File: config.mk
export PLATFORM = sky130hd
export DESIGN_NAME = spm_mul_param
export DESIGN_NICKNAME = d
export VERILOG_FILES = /design/src/rtl/spm_pkg.sv /design/src/rtl/spm_addsub.sv /design/src/rtl/spm_mul_param.sv
export SDC_FILE = /design/constraint.sdc
export NUM_CORES = 1
export LEC_CHECK = 0
export BUFFER_PORTS_ARGS = -buffer_cell sky130_fd_sc_hd__buf_2
export CORE_ASPECT_RATIO = 0.7
export CORE_MARGIN = 1.5
export CORE_UTILIZATION = 33
export CTS_CLUSTER_SIZE = 12
export DETAILED_ROUTE_END_ITERATION = 10
export SETUP_SLACK_MARGIN = 0.15
export SLEW_MARGIN = 20
export SYNTH_ARGS = -nofsm -noshare
export SYNTH_HDL_FRONTEND = slang
export SYNTH_SLANG_ARGS = --single-unit
File: constraint.sdc
create_clock -name clk -period 7.4 [get_ports clk]
set_input_delay 1.11 -clock clk [delete_from_list [all_inputs] [get_ports clk]]
set_output_delay 1.11 -clock clk [all_outputs]
set_load 0.01 [all_outputs]
File: src/rtl/spm_pkg.sv
// Shared types and constants for the sequential shift-add multiplier.
// Latency: n/a (declarations only).
// Backpressure: n/a.
package spm_pkg;

   // Default operand width when the top is instantiated without overrides.
   localparam int SPM_WIDTH_DEFAULT = 32;

   // Controller states: waiting, retiring multiplier bits, holding result.
   typedef enum logic [1:0] {
      ST_IDLE = 2'd0,
      ST_RUN  = 2'd1,
      ST_DONE = 2'd2
   } spm_state_t;

   // Bits needed to index one multiplier bit (0..w-1).
   function automatic int spm_cnt_width(input int w);
      return (w <= 1) ? 1 : $clog2(w);
   endfunction

endpackage

File: src/rtl/spm_addsub.sv
// Add/subtract unit for one partial-product step: y = a + b, or a - b when sub=1.
// Latency: combinational.
// Backpressure: none.
module spm_addsub #(
   parameter int N = 33
) (
   input  logic [N-1:0] a,
   input  logic [N-1:0] b,
   input  logic         sub,
   output logic [N-1:0] y
);

   // Single adder path; subtraction selected by the control input.
   always_comb begin
      y = sub ? (a - b) : (a + b);
   end

endmodule

File: src/rtl/spm_mul_param.sv
// Sequential shift-add multiplier, unsigned or two's-complement, one multiplier bit per cycle.
// Latency: WIDTH+1 cycles from the accepted start edge to done.
// Backpressure: start is ignored while busy; result held until the next accepted start.
module spm_mul_param
   import spm_pkg::*;
#(
   parameter int WIDTH     = SPM_WIDTH_DEFAULT,
   parameter bit SIGNED_EN = 1'b1
) (
   input  logic               clk,
   input  logic               rst_n,
   input  logic               start,
   input  logic               mode_signed,
   input  logic [WIDTH-1:0]   mc,
   input  logic [WIDTH-1:0]   mp,
   input  logic               prod_sel,
   output logic               busy,
   output logic               done,
   output logic [WIDTH-1:0]   prod,
   output logic [2*WIDTH-1:0] prod_full
);

   localparam int            CW   = spm_cnt_width(WIDTH);
   localparam logic [CW-1:0] LAST = CW'(WIDTH - 1);

   spm_state_t         state_q;
   spm_state_t         state_d;
   logic [WIDTH-1:0]   mc_q;
   logic [WIDTH-1:0]   mp_q;
   logic               sgn_q;
   logic [CW-1:0]      cnt_q;
   logic [2*WIDTH-1:0] acc_q;

   logic               accept;
   logic               last;
   logic               sub;
   logic [WIDTH:0]     hi_ext;
   logic [WIDTH:0]     pp;
   logic [WIDTH:0]     sum;

   // Step operands: upper accumulator half extended by one bit (arithmetic in signed
   // mode), and the multiplicand gated by the current multiplier bit. The MSB of a
   // two's-complement multiplier carries negative weight, hence the final subtract.
   always_comb begin
      accept = start && (state_q != ST_RUN);
      last   = (cnt_q == LAST);
      sub    = sgn_q && last;
      hi_ext = {sgn_q & acc_q[2*WIDTH-1], acc_q[2*WIDTH-1:WIDTH]};
      pp     = mp_q[cnt_q] ? {sgn_q & mc_q[WIDTH-1], mc_q} : '0;
   end

   spm_addsub #(
      .N (WIDTH + 1)
   ) u_addsub (
      .a   (hi_ext),
      .b   (pp),
      .sub (sub),
      .y   (sum)
   );

   // All state: controller, latched operands, bit counter and accumulator.
   always_ff @(posedge clk or negedge rst_n) begin
      if (!rst_n) begin
         state_q <= ST_IDLE;
         mc_q    <= '0;
         mp_q    <= '0;
         sgn_q   <= 1'b0;
         cnt_q   <= '0;
         acc_q   <= '0;
      end else begin
         state_q <= state_d;
         if (accept) begin
            mc_q  <= mc;
            mp_q  <= mp;
            sgn_q <= SIGNED_EN & mode_signed;
            cnt_q <= '0;
            acc_q <= '0;
         end else if (state_q == ST_RUN) begin
            // The (WIDTH+1)-bit sum lands on top; the shift retires one product bit low.
            acc_q <= {sum, acc_q[WIDTH-1:1]};
            cnt_q <= cnt_q + 1'b1;
         end
      end
   end

   // Next-state: start accepted from IDLE or DONE, RUN ends after the last bit.
   always_comb begin
      state_d = state_q;
      case (state_q)
         ST_IDLE: if (start) state_d = ST_RUN;
         ST_RUN:  if (last)  state_d = ST_DONE;
         ST_DONE: if (start) state_d = ST_RUN;
         default: state_d = ST_IDLE;
      endcase
   end

   // Moore outputs and the combinational product-half select.
   always_comb begin
      busy      = (state_q == ST_RUN);
      done      = (state_q == ST_DONE);
      prod_full = acc_q;
      prod      = prod_sel ? acc_q[2*WIDTH-1:WIDTH] : acc_q[WIDTH-1:0];
   end

endmodule

After elaboration in Yosys (flattened, before gate mapping)
Cells that the tools add are included.
{"block": "op_classes", "n_eq_ne": 6, "n_reduce_logical": 6, "muxes": 12, "bitwise_logic": 2, "addsub": 3, "magnitude_cmp": 1}
{"op": "$mux 64", "n": 2}
{"op": "$mux 33", "n": 2}
{"op": "$add 33x33->33", "n": 1}
{"op": "$sub 33x33->33", "n": 1}
{"op": "$mux 32", "n": 1}
{"op": "$mux 5", "n": 2}
{"op": "$lt 5x6->1 const B", "n": 1}
{"op": "$ne 2x1->1 const B", "n": 3}
{"op": "$add 5x1->5 const B", "n": 1}
{"op": "$bmux 1 s5", "n": 1}
{"op": "$eq 5x5->1 const B", "n": 1}
{"op": "$mux 2", "n": 2}
{"op": "$pmux 2 s2", "n": 1}
{"op": "$and 1x1->1", "n": 2}
{"op": "$eq 2x1->1 const B", "n": 1}
{"op": "$eq 2x2->1 const B", "n": 1}
{"op": "$logic_and 1x1->1", "n": 2}
{"op": "$logic_not 2->1", "n": 1}
{"op": "$reduce_and 2->1", "n": 1}
{"op": "$reduce_bool 2->1", "n": 1}
{"op": "$reduce_or 2->1", "n": 1}
{"op": "$mux 1", "n": 1}
{"block": "totals", "ff_bits": 136, "input_bits": 69, "out_inout_bits": 98}

Logic depth before layout (Yosys ltp)
{"block": "logic_depth", "ltp_word": 7, "mapped_depth": 24, "depth_no_buf": 20}

Hierarchy
Synthesis repeated with hierarchy kept, for this count alone.
{"block": "unflattened", "cells_unflattened": 1015, "hier_area_um2": 9147.5}
{"module": "spm_mul_param", "instances": 1, "cells_each": 658, "area_each_um2": 6697.7}
{"module": "spm_addsub", "instances": 1, "cells_each": 357, "area_each_um2": 2449.8}

Worst setup path after synthesis
No wires, ideal clock.
{"block": "synth_path", "path_type": "flip-flop to flip-flop", "from": "register cnt_q[0]", "to": "register acc_q[62], in the netlist prod_full[62]", "required_time_ns": 7.269, "t_arrival_ns": 5.251, "setup_ns": 0.131, "n_path_buf": 4, "slack_ns": 2.018, "stages_incl_launch_ff": 24, "cell_sequence": "dfrtp_1 -> buf_4 -> mux4_2 -> mux2i_1 -> nor2_1 -> or4_1 -> buf_2 -> clkbuf_1 -> nand2_1 -> ha_1 -> clkbuf_1 -> a21oi_1 -> nand3_1 -> o311ai_0 -> ha_1 -> a21oi_1 -> a21boi_0 -> o21ai_0 -> o311a_1 -> o31a_1 -> a31oi_1 -> o311ai_0 -> and4_1 -> or3_1"}
{"block": "synth_via", "elab_chain_len": 7, "word_cells_on_any_way": 10}
{"item": "from (decl)", "line": "spm_mul_param.sv:31", "rtl": "logic [CW-1:0] cnt_q;"}
{"item": "from (signal assigned)", "line": "spm_mul_param.sv:81", "rtl": "cnt_q <= cnt_q + 1'b1;"}
{"item": "$bmux 1 s5", "line": "spm_mul_param.sv:49", "rtl": "pp = mp_q[cnt_q] ? {sgn_q & mc_q[WIDTH-1], mc_q} : '0;"}
{"item": "$mux 1 (not written as such)", "line": "spm_mul_param.sv:49"}
{"item": "$mux 33", "line": "spm_mul_param.sv:49"}
{"item": "$add 33x33->33 or $sub 33x33->33 (tied branches)", "line": "spm_addsub.sv:15", "rtl": "y = sub ? (a - b) : (a + b);"}
{"item": "$mux 33 (*)", "line": "spm_addsub.sv:15"}
{"item": "$mux 64 (*)", "line": "spm_mul_param.sv:78", "rtl": "end else if (state_q == ST_RUN) begin"}
{"item": "$mux 64 (*)", "line": "spm_mul_param.sv:72", "rtl": "if (accept) begin"}
{"item": "to (signal assigned)", "line": "spm_mul_param.sv:80", "rtl": "acc_q <= {sum, acc_q[WIDTH-1:1]};"}
{"item": "to (decl)", "line": "spm_mul_param.sv:32", "rtl": "logic [2*WIDTH-1:0] acc_q;"}
Mark *: on every way between the ends. The rest lies on a longest branch, timed or not. The select of a mux whose other input is x is not followed.
A chain may end at the register's enable or synchronous reset.

Worst setup path after layout
{"block": "layout_path", "from": "register cnt_q[0]", "to": "register acc_q[63], in the netlist prod_full[63]"}
Same word-level chain as after synthesis.

==> reports/qor.txt <==
Max Cap Viol: 0
Setup CP Type: flop to flop
TritonCTS clock tree: built
Layout area overhead: 19.9%
post-synth top area share: 40.3%
Synthesized Nets: 989
chip width: 194 um
Antenna Nets Post-Route: 0
# port buffers: 166
total CTS buffers: 17
H-tree levels: 4
Final setup viols: 0
vias in the first global route: 6334
initial DRC count: 505
fmax: 150 MHz
clock sinks: 136
global route overflow: 0
layout net count: 1123
CTS Buffer Depth: 2
Pins Over Slew Limit: 0
pin count of the biggest net entering global routing: 105
clock-pin slew of the registers on the worst-case setup and hold paths: 0.06 ns
Std-Cell Core Area: 24900 sq um
number of flops mapped to enable cells by yosys: 0
filler instances: 2532
# hold bufs at CTS: 0
synthesized area per cell: 9.55 sq um
# IOs: 167
post-CTS sizing: 0
Reg-to-Reg Start: cnt_q[0]
Crit. Startpoint: cnt_q[0]
Synth cell types: 64
Yosys reg bits: 136
Clock Skew: 0.0110 ns
antenna cell count: 0
Worst-Margin Slew: 1.04 ns
drt total wl: 23500 um
HPWL Detailed: 17000 um
Hold Path Class: flop to flop
share of post-route cells with drive strength above 1: 30.6%
Synth area leader: dfrtp_1
Worst EP required: 7.67 ns
Worst EP arrival: 6.96 ns
Ys Warns: 0
Synth Flop Type: dfrtp_1
status: finished with violations
row cnt: 48
Tmin final: 6.69 ns
total die area: 26600 sq um
slew margin rel.: 30.9%
Seq/Total Area, Yosys: 40.3%
Die Y: 137 um
setup_tns: 0 ns
synthesized instance count: 884
initial antenna violation count: 1
final critical-path share of the clock period: 90.4%
All-Layer GR Usage: 18.1%
synthesized area: 8440 sq um
Detailed Routing Iterations Pass 1: 8
dominant cells by area after synthesis: dfrtp_1 (40%), mux2_2 (13%), nand2_1 (5.4%), ha_1 (5.2%), nand3_1 (4.9%)
global-route wire length before repair: 37000 um
RSZ-0062 raised after global routing: false
Post-synth ARST share: 100%
Initial Utilization: 33.9%
clock latency on the worst-skew pair: 0.44 ns
Hold Fails Final Rpt: 0
post-CTS setup buffers: 0
per-cell routed wire length: 17.3 um
routed vias: 7227
Root Driver: clkbuf_16
type of origin of the critical path: flop
crit-path max FO: 36
Worst Hold Launch: mp_q[23]
Vias/cell: 5.33
violated checks: DRC
DRC: 13
Critical Path End Type: flop
RePlAce Congestion: 0.902
-- final timing paths --
| path | cells past startpoint | slack (ns) | endpoint |
|---|---|---|---|
| max in group asynchronous | 2 | 5.41 | mp_q[10] |
| min in group asynchronous | 1 | 0.67 | prod_full[11] |
| worst min-delay path | 1 | 0.51 | mp_q[23] |
| worst max register to register | 20 | 0.71 | prod_full[63] |
| worst max-delay path | 20 | 0.71 | prod_full[63] |
| worst min register to register | 1 | 0.51 | mp_q[23] |
-- kinds of logic (layout without fill, tap and decap cells) --
kind of cell	count (synthesis)	count (layout)	synth area share, %
mux	108	108	15.5
flops	136	136	40.3
buf+inv	74	221	3.36
xor+xnor	41	41	4.25
fa+ha+maj	36	36	5.43
simple gates	308	308	17.6
compound gates	181	181	13.6
-- layer usage --
layer / GRT usage [%] / wire [um] / up-vias
met2: 22.8 / 8920 / 241
met4: 4.95 / 272 / 2
met1: 29.5 / 12900 / 3466
met5: 0 / 10 / -
met3: 3.92 / 1440 / 21
li1: - / - / 3497
-- through the flow --
| stage | util [%] | cell area [sq um] | hold WS [ns] | instances | worst slack, ns |
|---|---|---|---|---|---|
| final | 40.7 | 10100 | 0.508 | 1356 | 0.712 |
| after global routing | 40.7 | 10100 | 0.515 | 1356 | 0.234 |
| after CTS | 40.7 | 10100 | 0.510 | 1356 | 0.678 |
| after detailed placement | 38.3 | 9520 | 0.494 | 1324 | 0.680 |
| after global placement | 38.3 | 9520 | 0.491 | 1324 | 0.953 |
| after floorplan | - | 8440 | 0.470 | 884 | 2.02 |
-- area by class of cell --
class	count	area [sq um]	share of cell area, %
well taps	325	407	4.02
inverters	17	63.8	0.631
repair buffers	172	882	8.72
clock buffers	20	457	4.51
multi-input cells	674	4770	47.1
clock inverters	12	140	1.38
flip-flops and latches	136	3400	33.6
-- synth_stat cells, types with 8 or more instances --
cell type and instances:
a31oi_1 12, a21o_1 18, nand3_1 82, a21oi_1 40, nor2_1 30, nand2_1 122, ha_1 35, mux2_2 97
nor3_1 10, inv_1 15, dfrtp_1 136, xnor2_1 21, xor2_1 20, o311ai_0 12, buf_1 10, o31ai_1 8
o21ai_0 55, clkbuf_1 44, nand4_1 9
-- registers in the layout (all words and copies together) (netlist names) --
signal,count
prod_full,64
mc_q,32
mp_q,32
cnt_q,5
state_q,2
sgn_q,1
-- critical path, cell delays in order, from the launching register on --
cell,delay [ns]
dfrtp_1,0.74
mux4_4,0.71
mux2i_1,0.16
nor3b_1,0.06
or4_1,0.49
buf_4,0.26
nand2_1,0.14
ha_1,0.51
nor2_2,0.24
or2_1,0.43
o311ai_0,0.25
ha_1,0.34
a21oi_1,0.08
a21boi_0,0.24
nor2_1,0.09
a21oi_1,0.26
o21ai_0,0.24
a2111oi_0,0.73
o22a_1,0.26
mux2i_1,0.19
o22ai_1,0.09
-- layout by cell type, fill, tap and decap left out, types with 6 or more instances in the layout --
cell and count:
mux4_2 7, nor2_1 29, xnor2_1 21, nor4_1 7, or3_1 7, o21a_1 7
nand2_1 121, clkbuf_16 17, nor3_1 10, dfrtp_1 136, a21oi_1 40, ha_1 35
o311ai_0 12, nand3_1 82, o21ai_0 55, a31oi_1 12, buf_4 6, o31ai_1 8
a21o_1 18, nand4_1 9, inv_1 15, xor2_1 20, nor2b_1 6, mux2_2 97
buf_2 165
Power is left out: the tool's default activity adds up to more than one toggle a clock period on the data nets, which glitch-free logic cannot reach.
